--- src/rtl/desc_word_packer_if.sv ---
`default_nettype none
// ============================================================================
//  Module      : desc_word_packer_if
//  Description : Pixel-in / descriptor-word-out bundle for desc_word_packer.
//                The master side drives control and the pixel stream; the
//                slave side (the packer) returns the packed words and strobes.
//  Revision    : 1.0  initial release
// ============================================================================
interface desc_word_packer_if #(
    parameter int PIX_W        = 8,
    parameter int PIX_PER_WORD = 4
);
    // Control
    logic                            start;
    logic                            abort;
    // Upstream pixel stream
    logic                            pix_valid;
    logic [PIX_W-1:0]                pix_data;
    logic                            pix_ready;
    // Downstream descriptor load
    logic [PIX_W*PIX_PER_WORD-1:0]   desc_data;
    logic                            desc_data_ready;
    logic                            load_acc_reg;
    // Status
    logic                            busy;
    logic                            done;

    modport master (
        output start, abort, pix_valid, pix_data,
        input  pix_ready, desc_data, desc_data_ready, load_acc_reg, busy, done
    );

    modport slave (
        input  start, abort, pix_valid, pix_data,
        output pix_ready, desc_data, desc_data_ready, load_acc_reg, busy, done
    );
endinterface
`default_nettype wire

--- src/rtl/desc_word_packer.sv ---
`default_nettype none
// ============================================================================
//  Module      : desc_word_packer
//  Description : Packs a serial pixel stream into PIX_PER_WORD-pixel words
//                (first pixel in the MSB lane), strobes each word to the NCC
//                core and pulses load_acc_reg/done once a full descriptor of
//                DESC_PIXELS pixels has been delivered. The core has no
//                backpressure, so all sequencing is owned here.
//  Revision    : 1.0  initial release
// ============================================================================
module desc_word_packer #(
    parameter int PIX_W        = 8,
    parameter int PIX_PER_WORD = 4,
    parameter int DESC_PIXELS  = 64   // multiple of PIX_PER_WORD, PIX_PER_WORD >= 2
) (
    input  wire logic          clk,
    input  wire logic          rst,   // asynchronous, active-low
    desc_word_packer_if.slave  bus
);

    localparam int c_WORD_W  = PIX_W * PIX_PER_WORD;
    localparam int c_SHIFT_W = c_WORD_W - PIX_W;          // lanes held before the last pixel
    localparam int c_WORDS   = DESC_PIXELS / PIX_PER_WORD;
    localparam int c_LANE_W  = (PIX_PER_WORD > 1) ? $clog2(PIX_PER_WORD) : 1;
    localparam int c_WCNT_W  = (c_WORDS > 1) ? $clog2(c_WORDS) : 1;

    localparam logic [c_LANE_W-1:0] c_LAST_LANE = c_LANE_W'(PIX_PER_WORD - 1);
    localparam logic [c_WCNT_W-1:0] c_LAST_WORD = c_WCNT_W'(c_WORDS - 1);

    typedef enum logic [1:0] {
        S_IDLE  = 2'd0,
        S_FILL  = 2'd1,
        S_FLUSH = 2'd2,
        S_LOAD  = 2'd3
    } state_t;

    state_t                 r_state;
    state_t                 w_state_next;

    logic [c_LANE_W-1:0]    r_lane_cnt;
    logic [c_WCNT_W-1:0]    r_word_cnt;
    logic [c_SHIFT_W-1:0]   r_shift;
    logic [c_WORD_W-1:0]    r_desc_data;
    logic                   r_desc_ready;

    logic                   w_accept;
    logic                   w_lane_last;
    logic                   w_last_pix;
    logic                   w_word_emit;
    logic                   w_start_ok;

    // Handshake and word-boundary decode
    assign w_accept    = bus.pix_valid && (r_state == S_FILL);
    assign w_lane_last = (r_lane_cnt == c_LAST_LANE);
    assign w_last_pix  = w_accept && w_lane_last && (r_word_cnt == c_LAST_WORD);
    assign w_word_emit = w_accept && w_lane_last && !bus.abort;
    assign w_start_ok  = (r_state == S_IDLE) && bus.start && !bus.abort;

    // State register
    always_ff @(posedge clk or negedge rst) begin
        if (!rst) begin
            r_state <= S_IDLE;
        end else begin
            r_state <= w_state_next;
        end
    end

    // Next-state logic; abort overrides every transition
    always_comb begin
        w_state_next = r_state;
        if (bus.abort) begin
            w_state_next = S_IDLE;
        end else begin
            case (r_state)
                S_IDLE:  if (bus.start) w_state_next = S_FILL;
                S_FILL:  if (w_last_pix) w_state_next = S_FLUSH;
                S_FLUSH: w_state_next = S_LOAD;
                S_LOAD:  w_state_next = S_IDLE;
                default: w_state_next = S_IDLE;
            endcase
        end
    end

    // Lane/word counters: cleared on a new descriptor or abort, stepped per accept
    always_ff @(posedge clk or negedge rst) begin
        if (!rst) begin
            r_lane_cnt <= '0;
            r_word_cnt <= '0;
        end else if (bus.abort || w_start_ok) begin
            r_lane_cnt <= '0;
            r_word_cnt <= '0;
        end else if (w_accept) begin
            if (w_lane_last) begin
                r_lane_cnt <= '0;
                r_word_cnt <= r_word_cnt + c_WCNT_W'(1);
            end else begin
                r_lane_cnt <= r_lane_cnt + c_LANE_W'(1);
            end
        end
    end

    // Lane shift register: older pixels migrate toward the MSB lanes
    always_ff @(posedge clk or negedge rst) begin
        if (!rst) begin
            r_shift <= '0;
        end else if (w_accept && !bus.abort) begin
            r_shift <= c_SHIFT_W'({r_shift, bus.pix_data});
        end
    end

    // Output word register and its one-cycle strobe; the word holds until the next emit
    always_ff @(posedge clk or negedge rst) begin
        if (!rst) begin
            r_desc_data  <= '0;
            r_desc_ready <= 1'b0;
        end else begin
            r_desc_ready <= w_word_emit;
            if (w_word_emit) begin
                r_desc_data <= {r_shift, bus.pix_data};
            end
        end
    end

    assign bus.pix_ready       = (r_state == S_FILL);
    assign bus.busy            = (r_state != S_IDLE);
    assign bus.load_acc_reg    = (r_state == S_LOAD);
    assign bus.done            = (r_state == S_LOAD);
    assign bus.desc_data       = r_desc_data;
    assign bus.desc_data_ready = r_desc_ready;

endmodule
`default_nettype wire
--- src/flat_wrapper.sv ---
// flat-port wrapper written by rule: the top's interface ports become plain ports
module desc_word_packer_flat 
#(
    parameter int PIX_W        = 8,
    parameter int PIX_PER_WORD = 4,
    parameter int DESC_PIXELS  = 64                                                 
)
  (clk, rst, bus_start, bus_abort, bus_pix_valid, bus_pix_data, bus_pix_ready, bus_desc_data, bus_desc_data_ready, bus_load_acc_reg, bus_busy, bus_done);
  desc_word_packer_if #(.PIX_W(PIX_W), .PIX_PER_WORD(PIX_PER_WORD)) bus_i ();
  input  wire logic clk;
  input  wire logic rst;
  input wire logic [$bits(bus_i.start)-1:0] bus_start;
  input wire logic [$bits(bus_i.abort)-1:0] bus_abort;
  input wire logic [$bits(bus_i.pix_valid)-1:0] bus_pix_valid;
  input wire logic [$bits(bus_i.pix_data)-1:0] bus_pix_data;
  output wire logic [$bits(bus_i.pix_ready)-1:0] bus_pix_ready;
  output wire logic [$bits(bus_i.desc_data)-1:0] bus_desc_data;
  output wire logic [$bits(bus_i.desc_data_ready)-1:0] bus_desc_data_ready;
  output wire logic [$bits(bus_i.load_acc_reg)-1:0] bus_load_acc_reg;
  output wire logic [$bits(bus_i.busy)-1:0] bus_busy;
  output wire logic [$bits(bus_i.done)-1:0] bus_done;
  assign bus_i.start = bus_start;
  assign bus_i.abort = bus_abort;
  assign bus_i.pix_valid = bus_pix_valid;
  assign bus_i.pix_data = bus_pix_data;
  assign bus_pix_ready = bus_i.pix_ready;
  assign bus_desc_data = bus_i.desc_data;
  assign bus_desc_data_ready = bus_i.desc_data_ready;
  assign bus_load_acc_reg = bus_i.load_acc_reg;
  assign bus_busy = bus_i.busy;
  assign bus_done = bus_i.done;
  desc_word_packer #(.PIX_W(PIX_W), .PIX_PER_WORD(PIX_PER_WORD), .DESC_PIXELS(DESC_PIXELS)) u_core (.clk(clk), .rst(rst), .bus(bus_i));
endmodule
--- config.mk ---
export PLATFORM = sky130hd
export DESIGN_NAME = desc_word_packer_flat
export DESIGN_NICKNAME = d
export VERILOG_FILES = /design/src/rtl/desc_word_packer_if.sv /design/src/rtl/desc_word_packer.sv /design/src/flat_wrapper.sv
export SDC_FILE = /design/constraint.sdc
export NUM_CORES = 1
export LEC_CHECK = 0
export BUFFER_PORTS_ARGS = -buffer_cell sky130_fd_sc_hd__buf_2
export CORE_MARGIN = 5
export CORE_UTILIZATION = 59
export DETAILED_ROUTE_END_ITERATION = 6
export GPL_TIMING_DRIVEN = 0
export HOLD_SLACK_MARGIN = 0.06
export PLACE_DENSITY = 0.85
export SETUP_SLACK_MARGIN = 0.15
export SLEW_MARGIN = 10
export SYNTH_ARGS = -nofsm -noshare
export SYNTH_HDL_FRONTEND = slang
export SYNTH_SLANG_ARGS = --single-unit
export TNS_END_PERCENT = 50
--- constraint.sdc ---
create_clock -name clk -period 2.6 [get_ports clk]
set_input_delay 0.52 -clock clk [delete_from_list [all_inputs] [get_ports clk]]
set_output_delay 0.52 -clock clk [all_outputs]
set_load 0.01 [all_outputs]
== Yosys cells after proc, flatten, opt, wreduce, memory -nomap -nowiden ==
Cells that the tools add are included.
W data, S select, Z words.
Word-level totals
  input bits: 13
  output and inout port bits: 37
  register bits: 65
  word-level logic and storage cells: 40
Cells by class
  eq/ne operators: 7
  add/subtract/negate cells: 2
  reduce and logical (&&, ||, !) cells: 15
  mux-type cells: 10
Operators with widths (count)
  $mux W2: 6
  $mux W4: 3
  $pmux W2 S4: 1
  $logic_and A1 B1 Y1: 7
  $eq A2 B2 Y1 const B: 3
  $reduce_bool A2 Y1: 3
  $add A4 B1 Y4 const B: 1
  $eq A4 B4 Y1 const B: 1
  $reduce_and A2 Y1: 2
  $ne A3 B2 Y1 const B: 1
  $ne A3 B3 Y1 const B: 1
  $add A2 B1 Y2 const B: 1
  $eq A2 B1 Y1 const B: 1
  $logic_not A2 Y1: 1
  $logic_not A1 Y1: 1
  $logic_or A1 B1 Y1: 1

== Logic depth before layout (Yosys ltp) ==
  depth after elaboration: 7
  gate-level depth with buffers: 7
  mapped depth without buffers: 6

== Worst setup path after synthesis ==
Ideal clock, no wire load.
  kind: reg2reg
  start: register u_core.r_state[1]
  end: register u_core.r_desc_data[25], in the netlist u_core.bus.desc_data[25]
  stages on the path, launching flop included: 8
  slack: 710 ps
  data arrival time: 1766 ps
  setup time: 125 ps
  clock period less this slack: 1890 ps
  data required time: 2475 ps
  buffers on the path: 1
  cells stage by stage: dfrtp_1 inv_1 ha_1 nand3_2 or2_1 buf_6 clkinv_1 mux2_2
On the way
  cells in the longest elaborated chain, start to end: 4
Ends and longest elaborated chain
  start: declaration: line desc_word_packer.sv:37  | state_t r_state;
  start signal: assignment: line desc_word_packer.sv:64  | r_state <= w_state_next;
  $eq A2 B1 Y1
  named net bus_pix_ready: line flat_wrapper.sv:16  | output wire logic [$bits(bus_i.pix_ready)-1:0] bus_pix_ready;
  $logic_and A1 B1 Y1: line desc_word_packer.sv:53  | assign w_accept = bus.pix_valid && (r_state == S_FILL);
  $logic_and A1 B1 Y1 (2 in series): line desc_word_packer.sv:56  | assign w_word_emit = w_accept && w_lane_last && !bus.abort;
  named net u_core.w_word_emit: line desc_word_packer.sv:49  | logic w_word_emit;
  end signal: assignment: line desc_word_packer.sv:119  | r_desc_data <= {r_shift, bus.pix_data};
  end: declaration: line desc_word_packer.sv:43  | logic [c_WORD_W-1:0] r_desc_data;
The timed path passes the listed nets, and every way through them passes these cells.
A chain may end at the register's enable or synchronous reset.

== Final worst setup path ==
  start: register u_core.r_state[1]
  end: register u_core.r_desc_data[28], in the netlist u_core.bus.desc_data[28]
On the way
  cells in the longest elaborated chain, start to end: 4
Ends and longest elaborated chain (line)
  $eq A2 B1 Y1: desc_word_packer.sv:53
  $logic_and A1 B1 Y1: desc_word_packer.sv:53
  $logic_and A1 B1 Y1 (2 in series): desc_word_packer.sv:56
  named net u_core.w_word_emit: desc_word_packer.sv:49
The timed path passes the listed nets, and every way through them passes these cells.

==> results_dict.tcl <==
set metrics [dict create \
    worstPathMaxFanout 9 \
    power_switching_mw 0.716 \
    wire_per_inst_um 16.6 \
    place_ws_ns 0.592 \
    drive_gt1_frac 0.551 \
    slew_violations 0 \
    cts_inserted_buffers 9 \
    layout_commonest_cell "dfrtp_1" \
    max_stage_delay_ns 0.42 \
    m1WireLength_um 2290 \
    regToRegSetupSlack_ns 0.57 \
    root_buffer "clkbuf_8" \
    cts_setup_buffers 0 \
    route.met2.wl_um 2190 \
    viasPerCell 5.27 \
    die_y_um 78.2 \
    p_clk_frac 0.351 \
    ant_nets 0 \
    rsz0062_at_grt "no" \
    critical_path_class "flop to flop" \
    cts.reportedPaths.clkPinSlew_ns 0.08 \
    critPathCaptureType "flop" \
    grt_use_total 0.175 \
    ir_drop_v 0.000469 \
    dieArea_um2 6120 \
    num_vias 1518 \
    cp_num_buf_inv 3 \
    cts_tree "yes" \
    place_congestion 0.729 \
    status "finished clean" \
    cap_viol_max_count 0 \
    finalSetupViolCount 0 \
    swShare 0.262 \
    coreArea_um2 4440 \
    comb_power_share 0.158 \
    cp_data_arrival_time_ns 2.25 \
    seq_area_frac_synth 0.592 \
    drt_pass1_iterations 4 \
    worstPathRequired_ns 2.82 \
    cts.sinks 65 \
    num_rows 24 \
    first_global_vias 1596 \
    p_int_mw 2.02 \
    min_path_type "primary input to async pin" \
    ys_seq_elements 65 \
    power.leakage_nw 1.82 \
    h-tree-depth 3 \
    cts_hold_buf 0 \
    cp-start-kind "flop" \
    crit_family "buffers and inverters" \
    clkLatencyLatePin_ns 0.34 \
    max-slew-margin-rel 0.470 \
    clock_skew_ns 0.0106 \
    synth_fp_nets 191 \
    worst-slew-pin-transition_ns 0.795 \
    num-nets-final 251 \
    setup-tns-final_ns 0 \
    final_cell_mix "dfrtp_1, buf_2, mux2_2" \
    synth_area_um2 2750 \
    seq_power_share 0.491 \
    crit_path_top_delay_cell "dfrtp_1" \
    period_minus_slack_ns 2.03 \
    setup_slack_ns 0.566 \
    synth.avg_cell_area_um2 16.1 \
    synth.distinct_cells 25 \
    rr_startpoint "u_core.r_state[1]$_DFFE_PN0P_" \
    layout_worst_path_cycle_share 0.782 \
    crit_chain "inv_1, ha_1, nand3_2, or2_1, buf_6, clkinv_1, mux2_2" \
    power.density_nw_per_um2 833 \
    ios 50 \
    place_area_um2 3060 \
    finish.instance_area_um2 3290 \
    floorplan.initialDensity 0.618 \
    drc 0 \
    drt_iter0_markers 93 \
    r2r-end "u_core.bus.desc_data[28]$_DFFE_PN0P_" \
    antenna_found_initial 0 \
    ys_warn_count 0 \
    top_layer "met4" \
    grt_pass1_wl_um 8180 \
    synth_cells 171 \
    reg2reg_depth 7 \
    port_buffers 49 \
    fmax_mhz 492 \
    clockBufferDepth 2 \
    grt_overflow_total 0 \
    syn_to_final_growth_pct 19.7 \
    dp_hpwl_um 3370 \
    antenna_cells 0 \
    hold_violations 0 \
    grt_max_degree 66 \
    drt-total-wl_um 4770 \
    fp.dieW_um 78.2 \
    wl_met3_um 264 \
    cts_resized 0 \
]
## flip-flops by register name, indices dropped and copies added, names as in the netlist
signal / count
u_core.r_lane_cnt: 2
u_core.bus.desc_data: 32
u_core.r_word_cnt: 4
u_core.bus.desc_data_ready: 1
u_core.r_shift: 24
u_core.r_state: 2
## cells in the mapped netlist
cell type	count	area (um2)
mux2_4	24	360
or2_1	2	12.5
a21boi_0	1	7.51
ha_1	7	87.6
nor2_1	5	18.8
nand3_1	3	15.0
a221oi_1	1	8.76
a21o_1	1	7.51
xor2_1	2	17.5
a21oi_1	2	10.0
buf_12	2	40.0
nand2_1	2	7.51
nand2b_1	3	18.8
dfrtp_1	65	1630
or3_2	1	7.51
o21bai_1	1	7.51
buf_6	4	45.0
inv_1	4	15.0
nand4_1	1	6.26
mux2_2	32	360
mux2i_1	4	40.0
o21ai_0	1	5.00
buf_4	1	7.51
nand3_2	1	10.0
clkinv_1	1	3.75
## how the worst max path moves through the flow
stage | start | to | slack, ns | cells after the start
after detailed placement | u_core.r_state[1]$_DFFE_PN0P_ | u_core.bus.desc_data[30]$_DFFE_PN0P_ | 0.59 | 7
after global routing | u_core.r_state[1]$_DFFE_PN0P_ | u_core.bus.desc_data[28]$_DFFE_PN0P_ | 0.47 | 7
after CTS | u_core.r_state[1]$_DFFE_PN0P_ | u_core.bus.desc_data[28]$_DFFE_PN0P_ | 0.56 | 7
after global placement | u_core.r_state[1]$_DFFE_PN0P_ | u_core.bus.desc_data[30]$_DFFE_PN0P_ | 0.60 | 7
after floorplan | u_core.r_state[1]$_DFFE_PN0P_ | u_core.bus.desc_data[25]$_DFFE_PN0P_ | 0.71 | 7
final | u_core.r_state[1]$_DFFE_PN0P_ | u_core.bus.desc_data[28]$_DFFE_PN0P_ | 0.57 | 7
## final cells by class
cell class              instances  area [um2]
inverters                       5        18.8
multi-input cells              94        1010
clock inverters                 6        91.3
well taps                      52        65.1
repair buffers                 49         248
clock buffers                  10         138
plain buffers                   7        92.6
fillers                       304        1160
flip-flops and latches         65        1630
## worst register-to-register path: stages (launching register included)
cell and delay, ns:
dfrtp_1 0.42, inv_1 0.12, ha_1 0.30, nand3_2 0.16, or2_1 0.26, buf_6 0.16
clkinv_1 0.15, mux2_2 0.36
## through the flow
step / hold WS, ns / util / std cells / power, mW
after floorplan: 0.224 / - / 171 / 1.64
after global routing: 0.330 / 0.740 / 288 / 2.90
after global placement: 0.484 / 0.688 / 272 / 1.76
after CTS: 0.285 / 0.740 / 288 / 2.77
after detailed placement: 0.486 / 0.688 / 272 / 1.80
final: 0.267 / 0.740 / 288 / 2.74
## power by group through the flow
stage / clock [mW] / combinational (mW) / sequential [mW]
detailed placement: 0 / 0.435 / 1.36
global placement: 0 / 0.414 / 1.35
finish: 0.961 / 0.432 / 1.35
global route: 1.04 / 0.486 / 1.37
floorplan: 0 / 0.339 / 1.31
CTS: 0.986 / 0.440 / 1.34
## per-layer routing
metal | track usage | up-vias
met5 | 0 | -
met4 | 0.0892 | 0
met3 | 0.0481 | 4
met2 | 0.259 | 40
met1 | 0.238 | 755
li1 | - | 719
## logic make-up (layout without fill, tap and decap cells)
| logic type | count (synthesis) | count (layout) | share of synthesized area |
|---|---|---|---|
| compound gates | 7 | 7 | 0.0169 |
| xor+xnor | 2 | 2 | 0.00638 |
| simple gates | 18 | 18 | 0.0351 |
| buf+inv | 12 | 77 | 0.0405 |
| flops | 65 | 65 | 0.592 |
| fa+ha+maj | 7 | 7 | 0.0319 |
| mux | 60 | 60 | 0.277 |
(Power assumes the default switching activity.)
